[src/rtl/coin_payer.sv]
// Buyer-side coin driver for the newsstand interface: spends a captured wallet one coin
// per cycle until 15c is paid, then waits for the newspaper and checks the change.
module coin_payer #(
  parameter int CNT_W    = 4,
  parameter int COIN_GAP = 0,
  parameter int TIMEOUT  = 4
) (
  input  logic             clock,
  input  logic             reset,
  input  logic             start,
  input  logic             pref_dime,
  input  logic [CNT_W-1:0] nickels_avail,
  input  logic [CNT_W-1:0] dimes_avail,
  input  logic             newspaper,
  input  logic             change,
  output logic [2:0]       coin,
  output logic             busy,
  output logic             done,
  output logic [1:0]       status,
  output logic [CNT_W-1:0] nickels_spent,
  output logic [CNT_W-1:0] dimes_spent,
  output logic [CNT_W-1:0] papers_bought
);

  localparam int GW = (COIN_GAP > 1) ? $clog2(COIN_GAP) : 1;
  localparam int TW = $clog2(TIMEOUT);
  localparam logic [GW-1:0]      GAP_LAST  = GW'((COIN_GAP > 0) ? COIN_GAP - 1 : 0);
  localparam logic [TW-1:0]      WAIT_LAST = TW'(TIMEOUT - 1);
  localparam logic [CNT_W+1:0]   MIN_FUNDS = (CNT_W + 2)'(3);
  localparam logic [CNT_W-1:0]   ONE       = CNT_W'(1);

  typedef enum logic [2:0] {IDLE, INSERT, GAP, WAIT, FIN} state_t;
  typedef enum logic [1:0] {ST_OK, ST_NOFUNDS, ST_TIMEOUT, ST_CHANGE_ERR} status_t;

  state_t           state, state_n;
  logic [CNT_W-1:0] nw, nw_n, dw, dw_n;
  logic [4:0]       credit, credit_n;
  logic             pref_q, pref_n;
  logic [GW-1:0]    gcnt, gcnt_n;
  logic [TW-1:0]    wcnt, wcnt_n;
  logic [2:0]       coin_n;
  logic             busy_n, done_n;
  logic [1:0]       status_n;
  logic [CNT_W-1:0] nspent_n, dspent_n, papers_n;

  logic             ins, use_dime, p_src;
  logic [CNT_W-1:0] n_src, d_src, ns_src, ds_src;
  logic [4:0]       c_src;
  logic [CNT_W+1:0] funds;

  assign funds = {2'b00, nickels_avail} + {1'b0, dimes_avail, 1'b0};

  always_ff @(posedge clock) begin
    if (reset) begin
      state         <= IDLE;
      nw            <= '0;
      dw            <= '0;
      credit        <= '0;
      pref_q        <= 1'b0;
      gcnt          <= '0;
      wcnt          <= '0;
      coin          <= '0;
      busy          <= 1'b0;
      done          <= 1'b0;
      status        <= ST_OK;
      nickels_spent <= '0;
      dimes_spent   <= '0;
      papers_bought <= '0;
    end else begin
      state         <= state_n;
      nw            <= nw_n;
      dw            <= dw_n;
      credit        <= credit_n;
      pref_q        <= pref_n;
      gcnt          <= gcnt_n;
      wcnt          <= wcnt_n;
      coin          <= coin_n;
      busy          <= busy_n;
      done          <= done_n;
      status        <= status_n;
      nickels_spent <= nspent_n;
      dimes_spent   <= dspent_n;
      papers_bought <= papers_n;
    end
  end

  // Next-state logic; outputs are precomputed here so each one leaves a register.
  always_comb begin
    state_n  = state;
    nw_n     = nw;
    dw_n     = dw;
    credit_n = credit;
    pref_n   = pref_q;
    gcnt_n   = '0;
    wcnt_n   = '0;
    coin_n   = '0;
    busy_n   = 1'b0;
    done_n   = 1'b0;
    status_n = status;
    nspent_n = nickels_spent;
    dspent_n = dimes_spent;
    papers_n = papers_bought;
    ins      = 1'b0;
    use_dime = 1'b0;
    n_src    = nw;
    d_src    = dw;
    c_src    = credit;
    ns_src   = nickels_spent;
    ds_src   = dimes_spent;
    p_src    = pref_q;

    case (state)
      IDLE: begin
        if (start) begin
          if (funds < MIN_FUNDS) begin
            state_n  = FIN;
            done_n   = 1'b1;
            status_n = ST_NOFUNDS;
          end else begin
            state_n = INSERT;
            busy_n  = 1'b1;
            ins     = 1'b1;
            n_src   = nickels_avail;
            d_src   = dimes_avail;
            c_src   = '0;
            ns_src  = '0;
            ds_src  = '0;
            p_src   = pref_dime;
          end
        end
      end
      INSERT: begin
        busy_n = 1'b1;
        if (credit >= 5'd15) begin
          state_n = WAIT;
        end else if (COIN_GAP > 0) begin
          state_n = GAP;
        end else begin
          ins = 1'b1;
        end
      end
      GAP: begin
        busy_n = 1'b1;
        if (gcnt == GAP_LAST) begin
          state_n = INSERT;
          ins     = 1'b1;
        end else begin
          gcnt_n = gcnt + GW'(1);
        end
      end
      WAIT: begin
        if (newspaper) begin
          state_n = FIN;
          done_n  = 1'b1;
          // Exactly 5c must come back on an overpayment of 20c, nothing otherwise.
          if (change == (credit == 5'd20)) begin
            status_n = ST_OK;
            if (papers_bought != '1) papers_n = papers_bought + ONE;
          end else begin
            status_n = ST_CHANGE_ERR;
          end
        end else if (wcnt == WAIT_LAST) begin
          state_n  = FIN;
          done_n   = 1'b1;
          status_n = ST_TIMEOUT;
        end else begin
          busy_n = 1'b1;
          wcnt_n = wcnt + TW'(1);
        end
      end
      FIN:     state_n = IDLE;
      default: state_n = IDLE;
    endcase

    if (ins) begin
      use_dime = p_src ? (d_src != '0) : (n_src == '0);
      pref_n   = p_src;
      nw_n     = n_src;
      dw_n     = d_src;
      nspent_n = ns_src;
      dspent_n = ds_src;
      if (use_dime) begin
        coin_n   = 3'd2;
        dw_n     = d_src - ONE;
        dspent_n = ds_src + ONE;
        credit_n = c_src + 5'd10;
      end else begin
        coin_n   = 3'd1;
        nw_n     = n_src - ONE;
        nspent_n = ns_src + ONE;
        credit_n = c_src + 5'd5;
      end
    end
  end

endmodule

[config.mk]
export PLATFORM = sky130hd
export DESIGN_NAME = coin_payer
export DESIGN_NICKNAME = d
export VERILOG_FILES = /design/src/rtl/coin_payer.sv
export SDC_FILE = /design/constraint.sdc
export NUM_CORES = 1
export LEC_CHECK = 0
export ABC_AREA = 1
export ABC_CLOCK_PERIOD_IN_PS = 7970
export BUFFER_PORTS_ARGS = -buffer_cell sky130_fd_sc_hd__clkbuf_2
export CORE_ASPECT_RATIO = 0.5
export CORE_MARGIN = 3
export CORE_UTILIZATION = 45
export DETAILED_ROUTE_END_ITERATION = 12
export PLACE_DENSITY = 0.77
export RECOVER_POWER = 25
export SLEW_MARGIN = 40
export SYNTH_ARGS = -nofsm -noshare
export SYNTH_HDL_FRONTEND = slang
export SYNTH_SLANG_ARGS = --single-unit
[constraint.sdc]
create_clock -name clock -period 7.97 [get_ports clock]
set_clock_uncertainty 0.15 [all_clocks]
set_input_delay 1.594 -clock clock [delete_from_list [all_inputs] [get_ports clock]]
set_output_delay 1.594 -clock clock [all_outputs]
set_load 0.02 [all_outputs]
==> impl_metrics.py, run 1 <==
metrics = {
    "routing": {
        "via_per_inst": 4.91,
        "finalWirelength_mm": 5.29,
        "wl_per_cell_um": 11.3,
        "drt_iter0_markers": 102,
        "postRouteAntennaNets": 0,
        "vias": 2294,
        "drtPass1Iterations": 4,
        "drc": 0,
    },
    "cts": {
        "cts_root_buf": "clkbuf_8",
        "post_cts.repair.setup_buffers": 0,
        "clkTransAtPathRegs_ps": 80,
        "cts.sinks": 38,
        "cts_tree": "done",
        "clk_path_buf_depth": 2,
        "clock_latency_ps": 300,
        "cts_hold_buf": 0,
        "htree_levels": 2,
        "numCtsBuffers": 5,
        "cts_resized": 0,
    },
    "place": {
        "port_buffers": 31,
        "gp_congestion": 0.837,
        "dp_hpwl_mm": 3.88,
    },
    "logic_synthesis": {
        "synth.ff_latch_count": 38,
        "synth_edf_count": 0,
        "ys_top_cells_by_area": "dfxtp_1 (31%), nand2_1 (14%), nand3_1 (9.2%)",
        "synth_commonest_cells": "nand2_1 (91), inv_1 (52), nand3_1 (45)",
        "synth_cells": 369,
        "postSynthAreaPerCell_um2": 6.65,
        "synthArstFlopShare": 0,
        "ys_seq_area_frac": 0.310,
        "yosysMostFrequentCell": "nand2_1",
        "yosysTopAreaCell": "dfxtp_1",
        "synth_cell_types": 35,
        "syn_area_um2": 2450,
        "ys.flop_type": "dfxtp_1",
        "ys_warn_count": 0,
        "synth_top_area_frac": 0.310,
    },
    "die": {
        "die_x_um": 110,
        "pin_count": 33,
        "die_y_um": 58.2,
        "die_area_um2": 6430,
        "core_area_um2": 5090,
        "std_cell_rows": 18,
        "start_util": 0.482,
    },
    "run_status": {
        "status": "finished, final reports clean",
    },
    "worst_setup_path": {
        "r2r_slack_ps": 4970,
        "cp.arrival_ps": 4690,
        "r2r_start": "state[1]",
        "critPathCaptureType": "register",
        "reg2reg_to": "credit[0]",
        "cp-endpoint": "credit[0]",
        "cp_max_fo": 30,
        "crit_required_ps": 8010,
        "startpoint_type": "input pin",
        "crit_start": "nickels_avail[1]",
        "r2r_cells": 13,
        "worstSetupPathType": "input pin to register",
    },
    "finish": {
        "drive_gt1_frac": 0.161,
        "area_growth_pct": 9.73,
        "final_nets": 421,
        "seq_area_um2": 761,
        "diodes": 0,
        "multi_input_area_um2": 1380,
        "n_fill_cell": 516,
        "fin_util": 0.529,
    },
    "timing": {
        "worst_slew_pin_slew_ps": 840,
        "max-slew-margin-rel": 0.439,
        "tns_ps": 0,
        "finalCritPeriodShare": 0.582,
        "hold_viol": 0,
        "rsz0062_at_grt": "false",
        "max_freq_mhz": 215,
        "setup-violations-final": 0,
        "period_needed_ps": 4640,
        "drv_slew": 0,
    },
    "worst_hold_path": {
        "holdPathStages": 1,
        "hold_path_class": "register to register",
        "hp-start": "wcnt[0]",
    },
    "pwr": {
        "powerDensity_nw_per_um2": 344,
        "vdd_drop_max_uv": 140,
        "p_total_uw": 927,
        "power_leakage_nw": 1.37,
    },
    "global_route": {
        "grt_usage": 0.178,
        "grt_pass1_vias": 2129,
        "grt_pass1_wl_mm": 9.38,
        "overflow": 0,
        "antenna_found_initial": 0,
        "grt_max_degree": 31,
    },
    "job": {
        "maxCapViolations": 0,
    },
}
placed cells by master (no fill, tap or decap), types with 2 or more instances in the layout:
master    instances
nor2_4            2
nor2_2            2
o21ai_1           4
a21oi_1          16
nand2_2          10
o21ai_2           4
nor2_1           30
inv_2             7
ha_1             10
dfxtp_1          38
clkbuf_8          6
nand3_4           2
conb_1            2
nor3_1            3
nand2_1          91
clkbuf_2         23
nand2_4           3
o21ai_0          13
inv_1            53
nand3_1          45
clkbuf_1          8
nand3b_1          7
nand4_1           6
cell type report:
cell class | count | area share
multi-input cells | 260 | 0.512
flip-flops and latches | 38 | 0.282
clock buffers | 6 | 0.0307
inverters | 60 | 0.0836
clock inverters | 2 | 0.00464
well taps | 70 | 0.0325
repair buffers | 31 | 0.0539
report_power, final:
part           internal [mW]  total (mW)  switching (mW)
Sequential             0.231       0.258          0.0274
Combinational          0.168       0.525           0.357
Clock                 0.0696       0.144          0.0743
Total                  0.468       0.927           0.459
registers in the layout, indices dropped and copies added (netlist names):
name           flops
state              3
status             2
dimes_spent        4
dw                 4
papers_bought      4
done               1
credit             5
nw                 4
pref_q             1
coin               2
gcnt               1
nickels_spent      4
busy               1
wcnt               2
metrics by stage:
stage / hold WS, ps / instances / worst slack (ps) / cell area, um^2
after detailed placement: 267 / 459 / 3010 / 2610
after global placement: 263 / 459 / 3100 / 2610
after global routing: 297 / 467 / 3000 / 2690
final: 274 / 467 / 3330 / 2690
after CTS: 279 / 467 / 3320 / 2700
after floorplan: 248 / 370 / 3770 / 2460
how the worst min path moves through the flow:
stage	end	slack, ps
2_1_floorplan	wcnt[0]	250
3_3_place_gp	wcnt[0]	260
3_5_place_dp	wcnt[0]	270
4_1_cts	wcnt[0]	280
5_1_grt	wcnt[0]	300
6_report	wcnt[0]	270
cells by family after synthesis:
| group | count (synthesis) | synth area share |
|---|---|---|
| buffers and inverters | 72 | 0.129 |
| xor gates and xnor gates | 1 | 0.00357 |
| adders and majority gates | 11 | 0.0591 |
| and+or+nand+nor | 202 | 0.391 |
| DFF | 38 | 0.310 |
| AOI/OAI and AO/OA | 44 | 0.105 |
| other | 1 | 0.00153 |
routing by layer:
layer	vias to the layer above	global-route usage	routed length, um
met3	7	0.0428	203
met1	1020	0.231	2740
met2	29	0.293	2260
met4	0	0.0667	81
li1	1238	-	-
met5	-	0	0
critical path: stages:
cell and delay, ps:
clkbuf_2 100, ha_1 160, inv_1 50, fa_1 470, nand2_1 50, nor2_1 120, nand2_2 190, nand2_2 530
nand2_1 130, o21ai_2 140, ha_1 250, inv_1 60, nor2_1 180, nand2_4 100, nand2_4 160, nand2_1 130
o21ai_0 190, nor2_1 50
No activity file was read; power rests on OpenSTA's default activity.
==> run 2, diff against run 1 <==
- ABC_CLOCK_PERIOD_IN_PS: 7970 -> 3900
- PLACE_DENSITY: 0.77 -> 0.79
- clock period: 7.97 -> 3.9 ns (I/O delays scaled with it)
==> impl_metrics.py, run 2 (synthesized netlist as in run 1, its figures left out) <==
metrics = {
    "run_status": {
        "status": "finished, final reports clean",
    },
    "cts": {
        "post_cts.repair.setup_buffers": 0,
        "cts.sinks": 38,
        "cts_resized": 0,
        "cts_hold_buf": 0,
        "numCtsBuffers": 5,
        "cts_root_buf": "clkbuf_8",
        "clock_latency_ps": 300,
        "htree_levels": 2,
        "clk_path_buf_depth": 2,
        "cts_tree": "done",
        "clkTransAtPathRegs_ps": 80,
    },
    "routing": {
        "drt_iter0_markers": 128,
        "wl_per_cell_um": 11.6,
        "drc": 0,
        "postRouteAntennaNets": 0,
        "finalWirelength_mm": 5.46,
        "drtPass1Iterations": 4,
        "via_per_inst": 4.90,
        "vias": 2308,
    },
    "finish": {
        "final_cell_area_um2": 2720,
        "drive_gt1_frac": 0.160,
        "n_fill_cell": 521,
        "area_growth_pct": 10.8,
        "instances_no_fill": 471,
        "largest_reg_flops": 5,
        "final_nets": 425,
        "diodes": 0,
        "final_cell_mix": "nand2_1 (91), inv_1 (52), nand3_1 (45), dfxtp_1 (38), nor2_1 (30)",
        "final_common_cell": "nand2_1",
        "top_register": "credit",
    },
    "worst_hold_path": {
        "hold_path_class": "register to register",
        "hp-start": "wcnt[0]",
        "holdPathStages": 1,
        "whs_endpoint": "wcnt[0]",
    },
    "pwr": {
        "power_leakage_nw": 1.38,
        "powerDensity_nw_per_um2": 706,
        "vdd_drop_max_uv": 263,
    },
    "global_route": {
        "grt_pass1_vias": 2090,
        "grt_pass1_wl_mm": 9.31,
        "grt_max_degree": 28,
        "grt_usage": 0.177,
        "antenna_found_initial": 0,
        "overflow": 0,
    },
    "worst_setup_path": {
        "worstSetupPathType": "input pin to register",
        "r2r_slack_ps": 1270,
        "crit_required_ps": 3940,
        "r2r_cells": 13,
        "startpoint_type": "input pin",
        "r2r_start": "state[1]",
        "cp_max_fo": 17,
        "critPathCaptureType": "register",
        "reg2reg_to": "nickels_spent[0]",
        "cp.arrival_ps": 3520,
    },
    "timing": {
        "period_needed_ps": 3480,
        "drv_slew": 0,
        "whs_ps": 276,
        "tns_ps": 0,
        "worst_slew_pin_slew_ps": 750,
        "max-slew-margin-rel": 0.497,
        "finalCritPeriodShare": 0.891,
        "max_freq_mhz": 288,
        "hold_viol": 0,
        "setup-violations-final": 0,
        "rsz0062_at_grt": "false",
    },
    "place": {
        "place_area_um2": 2640,
        "placed_cells": 463,
        "gp_congestion": 0.925,
        "dp_hpwl_mm": 4.05,
        "port_buffers": 31,
    },
    "die": {
        "start_util": 0.482,
        "std_cell_rows": 18,
        "core_area_um2": 5090,
        "die_x_um": 110,
        "die_y_um": 58.2,
        "die_area_um2": 6430,
        "pin_count": 33,
    },
    "job": {
        "maxCapViolations": 0,
    },
}
-- run 2: changes by cell type in the layout (fill, tap and decap cells not counted) --
cell and change:
clkbuf_2 -4, clkinv_1 +1, buf_4 +4, clkbuf_1 +4, inv_1 -1
-- run 2: metal layers --
| metal | track usage | wire (um) | up-vias |
|---|---|---|---|
| met4 | 0.0702 | 52 | 0 |
| met3 | 0.0375 | 337 | 6 |
| met2 | 0.290 | 2420 | 51 |
| met5 | 0 | 0 | - |
| li1 | - | - | 1234 |
| met1 | 0.233 | 2650 | 1017 |
-- run 2: worst max path at each step --
| stage | from | endpoint | slack (ps) |
|---|---|---|---|
| CTS | dimes_avail[0] | nickels_spent[0] | 440 |
| global route | dimes_avail[0] | nickels_spent[0] | 150 |
| finish | dimes_avail[0] | nickels_spent[0] | 420 |
| global placement | dimes_avail[0] | credit[0] | 230 |
| detailed placement | dimes_avail[0] | nickels_spent[0] | 120 |
| floorplan | nickels_avail[1] | credit[4] | 510 |
-- run 2: final cells by class --
cell class                 instances  area (um^2)  area share
sequential                        38          761       0.280
clock inverter                     2         12.5     0.00460
inverter                          60          225      0.0828
timing repair buffer              35          170      0.0626
clock buffer                       6         82.6      0.0304
tap                               70         87.6      0.0322
multi-input combinational        260         1380       0.508
-- run 2: worst max-delay path, stage by stage --
cell and delay [ps]:
clkbuf_2 120, ha_1 170, inv_1 60, fa_1 490
nand2_1 50, nor2_1 120, nand2_2 70, nand2_2 300
nand2_1 110, o21ai_2 120, ha_1 250, inv_1 50
nor2_1 180, nand2_4 100, nand2_4 160, nand2_1 130
o21ai_0 180, nor2_1 60
-- run 2: through the flow --
stage	power [mW]	setup slack, ps	utilization
floorplan	1.45	510	-
global route	2.11	152	0.534
global placement	1.62	228	0.518
finish	1.92	424	0.534
CTS	1.94	438	0.537
detailed placement	1.64	116	0.518
-- run 2: power breakdown --
group,internal (mW),switching (mW)
sequential,0.472,0.0550
combinational,0.360,0.743
clock,0.142,0.146
total,0.974,0.944
